$ cat config.mk
export PLATFORM = sky130hd
export DESIGN_NAME = alu_seq
export DESIGN_NICKNAME = d
export VERILOG_FILES = /design/src/rtl/alu_pkg.sv /design/src/rtl/alu_comb.sv /design/src/rtl/alu_seq.sv
export SDC_FILE = /design/constraint.sdc
export NUM_CORES = 1
export LEC_CHECK = 0
export BUFFER_PORTS_ARGS = -buffer_cell sky130_fd_sc_hd__buf_2
export CAP_MARGIN = 20
export CORE_MARGIN = 1.5
export CORE_UTILIZATION = 49
export DETAILED_ROUTE_END_ITERATION = 12
export GPL_TIMING_DRIVEN = 0
export HOLD_SLACK_MARGIN = 0.08
export PLACE_DENSITY = 0.68
export SETUP_SLACK_MARGIN = 0.2
export SLEW_MARGIN = 25
export SYNTH_ARGS = -nofsm -noshare
export SYNTH_HDL_FRONTEND = slang
export SYNTH_HIERARCHICAL = 1
export SYNTH_SLANG_ARGS = --single-unit
$ cat constraint.sdc
create_clock -name clk -period 4.8 [get_ports clk]
set_input_delay 0.48 -clock clk [delete_from_list [all_inputs] [get_ports clk]]
set_output_delay 0.48 -clock clk [all_outputs]
set_load 0.1 [all_outputs]
$ cat src/rtl/alu_pkg.sv
// -----------------------------------------------------------------------------
// alu_pkg
// Shared definitions for the sequential ALU: the 5-bit opcode encoding and the
// controller state type. No ports; imported by alu_comb and alu_seq.
// -----------------------------------------------------------------------------
package alu_pkg;

   // Opcodes 0-12 keep the encoding of the older 4-bit ALU; 17-31 act as ZERO.
   localparam logic [4:0] OP_ADD   = 5'd0;
   localparam logic [4:0] OP_SUB   = 5'd1;
   localparam logic [4:0] OP_AND   = 5'd2;
   localparam logic [4:0] OP_OR    = 5'd3;
   localparam logic [4:0] OP_NOR   = 5'd4;
   localparam logic [4:0] OP_XOR   = 5'd5;
   localparam logic [4:0] OP_XNOR  = 5'd6;
   localparam logic [4:0] OP_NAND  = 5'd7;
   localparam logic [4:0] OP_PASSA = 5'd8;
   localparam logic [4:0] OP_PASSB = 5'd9;
   localparam logic [4:0] OP_ZERO  = 5'd10;
   localparam logic [4:0] OP_SLT   = 5'd11;
   localparam logic [4:0] OP_SLTU  = 5'd12;
   localparam logic [4:0] OP_SLL   = 5'd13;
   localparam logic [4:0] OP_SRL   = 5'd14;
   localparam logic [4:0] OP_SRA   = 5'd15;
   localparam logic [4:0] OP_MUL   = 5'd16;

   typedef enum logic [1:0] {
      S_IDLE  = 2'd0,
      S_SHIFT = 2'd1,
      S_MUL   = 2'd2,
      S_DONE  = 2'd3
   } state_t;

endpackage

$ cat src/rtl/alu_comb.sv
// -----------------------------------------------------------------------------
// alu_comb
// Purely combinational WIDTH-bit ALU core for opcodes 0-12.
//   i_op        : operation select (5-bit; anything outside 0-12 yields zero)
//   i_a, i_b    : operands
//   o_result    : operation result
//   o_carry     : carry out of the MSB (ADD/SUB only, else 0)
//   o_overflow  : signed overflow (ADD/SUB only, else 0)
// -----------------------------------------------------------------------------
module alu_comb
   import alu_pkg::*;
#(
   parameter int WIDTH = 32
) (
   input  logic [4:0]       i_op,
   input  logic [WIDTH-1:0] i_a,
   input  logic [WIDTH-1:0] i_b,
   output logic [WIDTH-1:0] o_result,
   output logic             o_carry,
   output logic             o_overflow
);

   localparam int M = WIDTH - 1;

   logic [WIDTH:0] w_add;
   logic [WIDTH:0] w_sub;
   logic           w_add_v;
   logic           w_sub_v;

   assign w_add = {1'b0, i_a} + {1'b0, i_b};
   // Subtract as a + ~b + 1 so the carry out means "no borrow".
   assign w_sub = {1'b0, i_a} + {1'b0, ~i_b} + {{WIDTH{1'b0}}, 1'b1};

   assign w_add_v = (i_a[M] == i_b[M]) && (w_add[M] != i_a[M]);
   assign w_sub_v = (i_a[M] != i_b[M]) && (w_sub[M] != i_a[M]);

   always_comb begin
      o_result   = '0;
      o_carry    = 1'b0;
      o_overflow = 1'b0;
      case (i_op)
         OP_ADD: begin
            o_result   = w_add[M:0];
            o_carry    = w_add[WIDTH];
            o_overflow = w_add_v;
         end
         OP_SUB: begin
            o_result   = w_sub[M:0];
            o_carry    = w_sub[WIDTH];
            o_overflow = w_sub_v;
         end
         OP_AND:   o_result = i_a & i_b;
         OP_OR:    o_result = i_a | i_b;
         OP_NOR:   o_result = ~(i_a | i_b);
         OP_XOR:   o_result = i_a ^ i_b;
         OP_XNOR:  o_result = ~(i_a ^ i_b);
         OP_NAND:  o_result = ~(i_a & i_b);
         OP_PASSA: o_result = i_a;
         OP_PASSB: o_result = i_b;
         // Signed less-than: true sign of (a - b) is sum MSB corrected by overflow.
         OP_SLT:   o_result = {{(WIDTH-1){1'b0}}, w_sub[M] ^ w_sub_v};
         // Unsigned less-than: a borrow occurred.
         OP_SLTU:  o_result = {{(WIDTH-1){1'b0}}, ~w_sub[WIDTH]};
         default:  o_result = '0;
      endcase
   end

endmodule

$ cat src/rtl/alu_seq.sv
// -----------------------------------------------------------------------------
// alu_seq
// Sequential WIDTH-bit ALU with valid/ready handshakes, iterative shifts
// (one bit per cycle) and a shift-add multiplier. Results and flags are
// registered and held while the consumer stalls.
//   clk, rst_n           : clock (rising edge), asynchronous active-low reset
//   in_valid / in_ready  : operation handshake (opcode, a, b captured on accept)
//   flush                : synchronous abort, back to idle, result discarded
//   out_valid / out_ready: result handshake
//   result, flag_c/v/z/n : registered result and status flags
// -----------------------------------------------------------------------------
module alu_seq
   import alu_pkg::*;
#(
   parameter  int WIDTH = 32,
   localparam int SHW   = $clog2(WIDTH)
) (
   input  logic             clk,
   input  logic             rst_n,
   input  logic             in_valid,
   output logic             in_ready,
   input  logic [4:0]       opcode,
   input  logic [WIDTH-1:0] a,
   input  logic [WIDTH-1:0] b,
   input  logic             flush,
   output logic             out_valid,
   input  logic             out_ready,
   output logic [WIDTH-1:0] result,
   output logic             flag_c,
   output logic             flag_v,
   output logic             flag_z,
   output logic             flag_n
);

   localparam int             M         = WIDTH - 1;
   localparam logic [SHW:0]   L_CNT_MUL = WIDTH[SHW:0];
   localparam logic [SHW:0]   L_CNT_ONE = {{SHW{1'b0}}, 1'b1};

   state_t           r_state;
   state_t           w_state_next;
   logic [WIDTH-1:0] r_acc;
   logic [WIDTH-1:0] r_mcand;
   logic [WIDTH-1:0] r_mplier;
   logic [SHW:0]     r_cnt;
   logic [4:0]       r_op;
   logic [WIDTH-1:0] r_result;
   logic             r_c;
   logic             r_v;
   logic             r_z;
   logic             r_n;

   logic             w_accept;
   logic             w_is_shift;
   logic [SHW-1:0]   w_shamt;
   logic [WIDTH-1:0] w_comb_result;
   logic             w_comb_c;
   logic             w_comb_v;
   logic [WIDTH-1:0] w_shift_one;
   logic [WIDTH-1:0] w_mul_sum;
   logic             w_load_en;
   logic [WIDTH-1:0] w_load_result;
   logic             w_load_c;
   logic             w_load_v;

   alu_comb #(.WIDTH(WIDTH)) u_comb (
      .i_op       (opcode),
      .i_a        (a),
      .i_b        (b),
      .o_result   (w_comb_result),
      .o_carry    (w_comb_c),
      .o_overflow (w_comb_v)
   );

   assign in_ready   = (r_state == S_IDLE) && !flush;
   assign w_accept   = in_valid && in_ready;
   assign w_is_shift = (opcode == OP_SLL) || (opcode == OP_SRL) || (opcode == OP_SRA);
   assign w_shamt    = b[SHW-1:0];

   // One-bit step of the in-flight shift; direction comes from the captured opcode.
   always_comb begin
      case (r_op)
         OP_SLL:  w_shift_one = {r_acc[M-1:0], 1'b0};
         OP_SRA:  w_shift_one = {r_acc[M], r_acc[M:1]};
         default: w_shift_one = {1'b0, r_acc[M:1]};
      endcase
   end

   assign w_mul_sum = r_acc + (r_mplier[0] ? r_mcand : '0);

   // Next state; flush overrides every other condition.
   always_comb begin
      w_state_next = r_state;
      if (flush) begin
         w_state_next = S_IDLE;
      end else begin
         case (r_state)
            S_IDLE: begin
               if (w_accept) begin
                  if (opcode == OP_MUL)
                     w_state_next = S_MUL;
                  else if (w_is_shift && (w_shamt != '0))
                     w_state_next = S_SHIFT;
                  else
                     w_state_next = S_DONE;
               end
            end
            S_SHIFT: if (r_cnt == L_CNT_ONE) w_state_next = S_DONE;
            S_MUL:   if (r_cnt == L_CNT_ONE) w_state_next = S_DONE;
            S_DONE:  if (out_ready) w_state_next = S_IDLE;
            default: w_state_next = S_IDLE;
         endcase
      end
   end

   // Value captured into the output registers on the way into DONE.
   always_comb begin
      w_load_en     = 1'b0;
      w_load_result = w_comb_result;
      w_load_c      = w_comb_c;
      w_load_v      = w_comb_v;
      case (r_state)
         S_IDLE: begin
            if (w_accept && (opcode != OP_MUL) && !(w_is_shift && (w_shamt != '0))) begin
               w_load_en = 1'b1;
               if (w_is_shift) begin
                  w_load_result = a;  // zero-distance shift
                  w_load_c      = 1'b0;
                  w_load_v      = 1'b0;
               end
            end
         end
         S_SHIFT: begin
            w_load_en     = !flush && (r_cnt == L_CNT_ONE);
            w_load_result = w_shift_one;
            w_load_c      = 1'b0;
            w_load_v      = 1'b0;
         end
         S_MUL: begin
            w_load_en     = !flush && (r_cnt == L_CNT_ONE);
            w_load_result = w_mul_sum;
            w_load_c      = 1'b0;
            w_load_v      = 1'b0;
         end
         default: w_load_en = 1'b0;
      endcase
   end

   always_ff @(posedge clk or negedge rst_n) begin
      if (!rst_n) begin
         r_state  <= S_IDLE;
         r_acc    <= '0;
         r_mcand  <= '0;
         r_mplier <= '0;
         r_cnt    <= '0;
         r_op     <= '0;
         r_result <= '0;
         r_c      <= 1'b0;
         r_v      <= 1'b0;
         r_z      <= 1'b0;
         r_n      <= 1'b0;
      end else begin
         r_state <= w_state_next;
         if (w_load_en) begin
            r_result <= w_load_result;
            r_c      <= w_load_c;
            r_v      <= w_load_v;
            r_z      <= (w_load_result == '0);
            r_n      <= w_load_result[M];
         end
         case (r_state)
            S_IDLE: begin
               if (w_accept) begin
                  r_op     <= opcode;
                  r_acc    <= (opcode == OP_MUL) ? '0 : a;
                  r_mcand  <= a;
                  r_mplier <= b;
                  r_cnt    <= (opcode == OP_MUL) ? L_CNT_MUL : {1'b0, w_shamt};
               end
            end
            S_SHIFT: begin
               r_acc <= w_shift_one;
               r_cnt <= r_cnt - L_CNT_ONE;
            end
            S_MUL: begin
               // Bits shifted past the MSB are dropped: product is modulo 2^WIDTH.
               r_acc    <= w_mul_sum;
               r_mcand  <= {r_mcand[M-1:0], 1'b0};
               r_mplier <= {1'b0, r_mplier[M:1]};
               r_cnt    <= r_cnt - L_CNT_ONE;
            end
            default: ;
         endcase
      end
   end

   assign out_valid = (r_state == S_DONE);
   assign result    = r_result;
   assign flag_c    = r_c;
   assign flag_v    = r_v;
   assign flag_z    = r_z;
   assign flag_n    = r_n;

endmodule

After elaboration in Yosys (flattened, before gate mapping)
Index checks and enable logic that the tools add are counted.
{"block": "op_classes", "addsub": 5, "n_eq_ne": 30, "n_mux": 33, "bitwise_logic": 9, "n_reduce_logical": 25}
{"cell": "$pmux 32 s12", "count": 1}
{"cell": "$mux 32", "count": 7}
{"cell": "$pmux 32 s2", "count": 3}
{"cell": "$pmux 32 s3", "count": 2}
{"cell": "$not 32->32", "count": 4}
{"cell": "$add 32x32->33", "count": 2}
{"cell": "$eq 5x4->1 const B", "count": 9}
{"cell": "$add 33x1->33 const B", "count": 1}
{"cell": "$add 32x32->32", "count": 1}
{"cell": "$and 32x32->32", "count": 1}
{"cell": "$logic_not 32->1", "count": 1}
{"cell": "$or 32x32->32", "count": 1}
{"cell": "$xor 32x32->32", "count": 1}
{"cell": "$eq 5x3->1 const B", "count": 4}
{"cell": "$mux 2", "count": 6}
{"cell": "$mux 6", "count": 2}
{"cell": "$pmux 6 s2", "count": 1}
{"cell": "$eq 5x2->1 const B", "count": 2}
{"cell": "$pmux 1 s2", "count": 5}
{"cell": "$logic_and 1x1->1", "count": 8}
{"cell": "$reduce_and 2->1", "count": 4}
{"cell": "$eq 6x1->1 const B", "count": 1}
{"cell": "$pmux 2 s3", "count": 1}
{"cell": "$sub 6x1->6 const B", "count": 1}
{"cell": "23 further kinds", "count": 33}
{"block": "word_totals", "reg_bits": 145, "input_bits": 74, "out_inout_bits": 38}

Depth between registers and ports, before layout
{"block": "logic_depth", "word_depth": 11, "mapped_depth": 24}

By module
The synthesis kept the hierarchy.
{"mod": "alu_seq", "instances": 1, "cells_per_inst": 1286, "area_each_um2": 10322.4, "seq_area_each_um2": 3603.5}
{"mod": "alu_comb", "instances": 1, "cells_per_inst": 910, "area_each_um2": 6137.1, "seq_area_each_um2": 0.0}

Least setup slack after synthesis
No wires, ideal clock.
{"block": "synth_timing", "kind": "input-to-reg", "from": "input a[9]", "to": "register r_z (netlist: flag_z)", "arrival_time_ns": 4.459, "required_ns": 4.708, "path_slack_ns": 0.250, "stages": 23, "n_path_buf": 1, "cell_sequence": "inv_1 > ha_1 > buf_4 > a221oi_1 > or2_2 > o41ai_4 > a21oi_2 > a21boi_1 > o21ai_1 > a211o_1 > a21oi_1 > fa_1 > a21oi_1 > o21ai_0 > a211oi_1 > o41ai_2 > nor3_1 > o21ai_1 > a2111oi_2 > o2111ai_1 > a2111oi_2 > nand4_1 > o31ai_2"}
{"block": "synth_via", "elab_chain_len": 10, "word_cells_on_any_way": 18, "cone_classes": "add/sub (3); eq/ne (1); mux (4); bitwise (8); reduce/logical (2)"}
{"element": "start: declaration", "line_no": "alu_seq.sv:23", "source": "input logic [WIDTH-1:0] a,"}
{"element": "$add 32x32->33 *", "line_no": "alu_comb.sv:32", "source": "assign w_sub = {1'b0, i_a} + {1'b0, ~i_b} + {{WIDTH{1'b0}}, 1'b1};"}
{"element": "$add 33x1->33 *", "line_no": "alu_comb.sv:32"}
{"element": "$ne 1x1->1", "line_no": "alu_comb.sv:35", "source": "assign w_sub_v = (i_a[M] != i_b[M]) && (w_sub[M] != i_a[M]);"}
{"element": "$logic_and 1x1->1", "line_no": "alu_comb.sv:35"}
{"element": "$xor 1x1->1", "line_no": "alu_comb.sv:61", "source": "OP_SLT: o_result = {{(WIDTH-1){1'b0}}, w_sub[M] ^ w_sub_v};"}
{"element": "$pmux 32 s12 *", "line_no": "alu_comb.sv:41", "source": "case (i_op)"}
{"element": "via w_comb_result[0]", "line_no": "alu_seq.sv:55", "source": "logic [WIDTH-1:0] w_comb_result;"}
{"element": "$mux 32", "line_no": "alu_seq.sv:125", "source": "if (w_is_shift) begin"}
{"element": "$mux 32", "line_no": "alu_seq.sv:123", "source": "if (w_accept && (opcode != OP_MUL) && !(w_is_shift && (w_shamt != '0))) begin"}
{"element": "$pmux 32 s3 *", "line_no": "alu_seq.sv:121", "source": "case (r_state)"}
{"element": "$logic_not 32->1 *", "line_no": "alu_seq.sv:167", "source": "r_z <= (w_load_result == '0);"}
{"element": "end signal: assignment", "line_no": "alu_seq.sv:167"}
{"element": "end: declaration", "line_no": "alu_seq.sv:49", "source": "logic r_z;"}
The timed path passes the listed nets; every way through them passes the cells marked *.
A chain may end at the register's enable or synchronous reset.

Worst setup path in the final report
{"block": "layout_timing", "from": "input b[0]", "to": "register r_z (netlist: flag_z)"}
{"block": "layout_via", "word_cells_on_any_way": 25, "cone_classes": "add/sub (3); eq/ne (1); mux (6); bitwise (9); reduce/logical (6)"}
{"element": "start: declaration", "line_no": "alu_seq.sv:24", "source": "input logic [WIDTH-1:0] b,"}
{"element": "$not 32->32", "line_no": "alu_comb.sv:32"}
{"element": "$add 32x32->33", "line_no": "alu_comb.sv:32"}
{"element": "$add 33x1->33", "line_no": "alu_comb.sv:32"}
{"element": "$pmux 32 s12 *", "line_no": "alu_comb.sv:41"}
{"element": "via w_comb_result[22]", "line_no": "alu_seq.sv:55"}
{"element": "$mux 32", "line_no": "alu_seq.sv:125"}
{"element": "$mux 32", "line_no": "alu_seq.sv:123"}
{"element": "$pmux 32 s3 *", "line_no": "alu_seq.sv:121"}
{"element": "$logic_not 32->1 *", "line_no": "alu_seq.sv:167"}
Marks and branches as above.

==> impl_metrics.yaml <==
worst_setup_path:
  reg2reg_slack_ns: 0.13
  start_kind: "primary input"
  required_ns: 5.18
  worst-path-max-fanout: 7
  crit_arrival_ns: 5.23
  worstSetupPathType: "in2reg"
  timing.rr.start: "r_mplier[0]"
  crit_path_start: "b[0]"
  worstSetupEndpointType: "flop"
logic_synthesis:
  synth_area_leaders: "dfrtp_1 (22%), ha_1 (10%), a21oi_1 (7.8%), mux2i_1 (6.8%), nand2_1 (6.0%)"
  synth_top_area_cell: "dfrtp_1"
  syn_avg_cell_area_um2: 7.495
  syn_nets: 2411
  muxShareOfSynthArea_pct: 7.640
  synth_seq_cells: 144
  yosysMostFrequentCell: "nand2_1"
  synth-compound-area-share_pct: 29.56
  synthArstFlopShare_pct: 100.0
  synthTopCellsByCount: "nand2_1 (263), a21oi_1 (257), nor2_1 (217)"
  synth_xor_xnor_area_share_pct: 2.395
  synth-simple-area-share_pct: 20.31
  synth_top_family_by_area: "compound AO/OA/AOI/OAI gates"
  yosysSeqAreaShare_pct: 21.89
  yosys_most_used_dff: "dfrtp_1"
  synth-edff-count: 0
  yosys_warnings: 6
  netlist.area_leader.share_pct: 21.89
  netlist_area_mm2: 0.01646
  netlist-cell-type-count: 102
  synth_fa_ha_area_share_pct: 10.90
  synthCells: 2196
power_and_ir_drop:
  clkPwrFrac_pct: 11.1
  p_sw_uw: 7847
  power_frac_seq_pct: 17.8
  pwr-share-comb_pct: 71.1
  ir_worst_vdd_v: 0.0004644
  switching_share_pct: 58.62
  p_per_area_mw_per_mm2: 703.6
  p_int_uw: 5540
  leakagePower_uw: 0.008185
cells_and_area:
  synthToLayoutAreaGrowth_pct: 15.60
  nFillCells: 3176
  post-route-util_pct: 58.04
  nets: 2567
  drive_above_1_share_pct: 13.78
  instances_no_fill: 2807
  num_antenna_cells: 0
timing:
  period_share_pct: 101.0
  drv_slew: 0
  setup-violations-final: 1
  hold_violations: 0
  layout_setup_ws_ns: -0.04904
  worst_pin_slew_ns: 1.193
  skew_ns: 0.01102
  totalNegativeSetupSlack_ns: -0.04904
  relSlewSlack_pct: 20.17
  rsz0062_at_grt: "true"
  min_period_ns: 4.849
  max_freq_ghz: 0.2062
worst_hold_path:
  worstHoldStart: "flush"
  hold_class: "in2reg"
run_status:
  status: "complete, but fails checks"
  violations: "setup timing"
cts:
  cts_buffers: 17
  clk_latency_ns: 0.47
  clock_path_buffers: 2
  clock-sinks: 144
  tritoncts: "yes"
  cts-root-buf: "clkbuf_16"
  clkTransAtPathRegs_ns: 0.08
  htree_levels: 4
floorplanning:
  die_w_um: 186.3
  ios: 112
  coreArea_mm2: 0.03278
  num_rows: 66
  fp.dieH_um: 186.3
  dieArea_mm2: 0.03470
  start_util_pct: 50.21
global_route:
  grt_pass1_wl_mm: 111.9
  grt_pass1_vias: 17900
  grt-ovfl-total: 0
  antenna_found_initial: 0
  grt.total_usage_pct: 44.03
  grt_start_max_net_pins: 81
place:
  port_buffers: 111
  gpl.final_weighted_congestion: 1.006
  hpwl_mm: 57.76
  dp_cells: 2750
route:
  finalWirelength_mm: 76.35
  dr.pass1.iters: 8
  antenna_left: 0
  num_vias: 18770
  wl_per_cell_um: 27.20
  drc_errors: 0
  via_per_inst: 6.688
  drt_iter0_drc: 2321
flow_run:
  drv_cap: 0
==> stage by stage <==
stage	hold WS [ns]	setup slack [ns]	total power [µW]	cell area, µm²
6_report	0.2742	-0.04904	13390	19030
3_3_place_gp	0.4575	-1.386	11220	17570
5_1_grt	0.2725	-0.08462	14090	19030
3_5_place_dp	0.4571	-1.487	11340	17610
2_1_floorplan	0.1844	0.2497	8697	16460
4_1_cts	0.2588	0.1220	13000	18930
==> critical path, stage by stage <==
cell       delay, ns
buf_2           0.25
ha_2            0.28
inv_1           0.06
fa_1            0.38
nand2b_1        0.19
a211o_1         0.35
a21bo_2         0.26
a21o_1          0.27
a21o_1          0.27
mux2i_1         0.21
o21ai_0         0.09
o21ai_0         0.31
o2111ai_1       0.31
nand2_1         0.14
nand2_1         0.11
a221oi_2        0.33
a41oi_1         0.21
a2111oi_2       0.30
nand4_1         0.20
o31ai_2         0.22
==> metal layers <==
layer	up-vias	global-route usage [%]	wire length [µm]
li1	8290	-	-
met1	8926	54.82	29270
met2	1276	69.96	34110
met3	280	8.762	7830
met4	0	27.65	5134
met5	-	0	0
==> sequential cells by signal, indices dropped and copies added, names as in the netlist <==
signal / cells
r_mcand: 32
r_cnt: 6
result: 32
r_mplier: 32
flag_z: 1
flag_c: 1
r_op: 5
flag_v: 1
r_state: 2
r_acc: 32
==> repair_timing <==
action | in CTS | in global routing
pin swaps | 28 | 19
setup endpoints to repair | 2 | 5
gates resized for setup | 138 | 23
hold endpoints to repair | 75 | 0
hold buffers | 1 | 0
buffers inserted | 23 | 2
==> final cells by class <==
cell class              count  area [µm²]  area share [%]
clock buffers              17       425.4           2.236
flip-flops and latches    144        3603           18.94
clock inverters            15       188.9          0.9930
repair buffers            138       988.4           5.195
multi-input cells        1771       12010           63.11
inverters                 125       496.7           2.611
well taps                 442       553.0           2.907
plain buffers             155       763.2           4.011
==> power by group through the flow <==
stage | logic (µW) | clock network (µW) | registers (µW)
2_1_floorplan | 5630 | 0 | 3060
3_3_place_gp | 8860 | 0 | 2350
3_5_place_dp | 8970 | 0 | 2370
4_1_cts | 9160 | 1480 | 2350
5_1_grt | 10100 | 1530 | 2440
6_report | 9520 | 1480 | 2390
==> kinds of logic (layout without fill, tap and decap cells) <==
group / after synthesis / after routing
buf+inv: 281 / 450
xor+xnor: 45 / 45
simple gates: 727 / 727
mux: 124 / 124
compound gates: 734 / 734
flops: 144 / 144
fa+ha+maj: 141 / 141
==> placed cells by master (no fill, tap or decap), types with 25 or more instances in the layout <==
cell type / instances
buf_2: 91
xnor2_1: 33
nand4_1: 30
a221oi_1: 30
mux2i_1: 111
or3_1: 25
a21o_1: 29
o211ai_1: 37
nor3_1: 48
inv_1: 101
a31oi_1: 34
ha_1: 121
and2_1: 37
nor2_1: 216
o21ai_0: 108
clkbuf_1: 100
nand2_1: 263
dfrtp_1: 144
a21oi_1: 251
buf_4: 45
==> path summary, 6_finish.rpt <==
kind | to | cells after the start
hold reg to reg | result[10] | 2
setup reg to reg | flag_z | 13
min in group asynchronous | r_mplier[11] | 2
setup / recovery | flag_z | 20
hold / removal | r_state[0] | 2
max in group asynchronous | r_acc[26] | 3
Note: power is estimated with default switching activity, not from simulation.
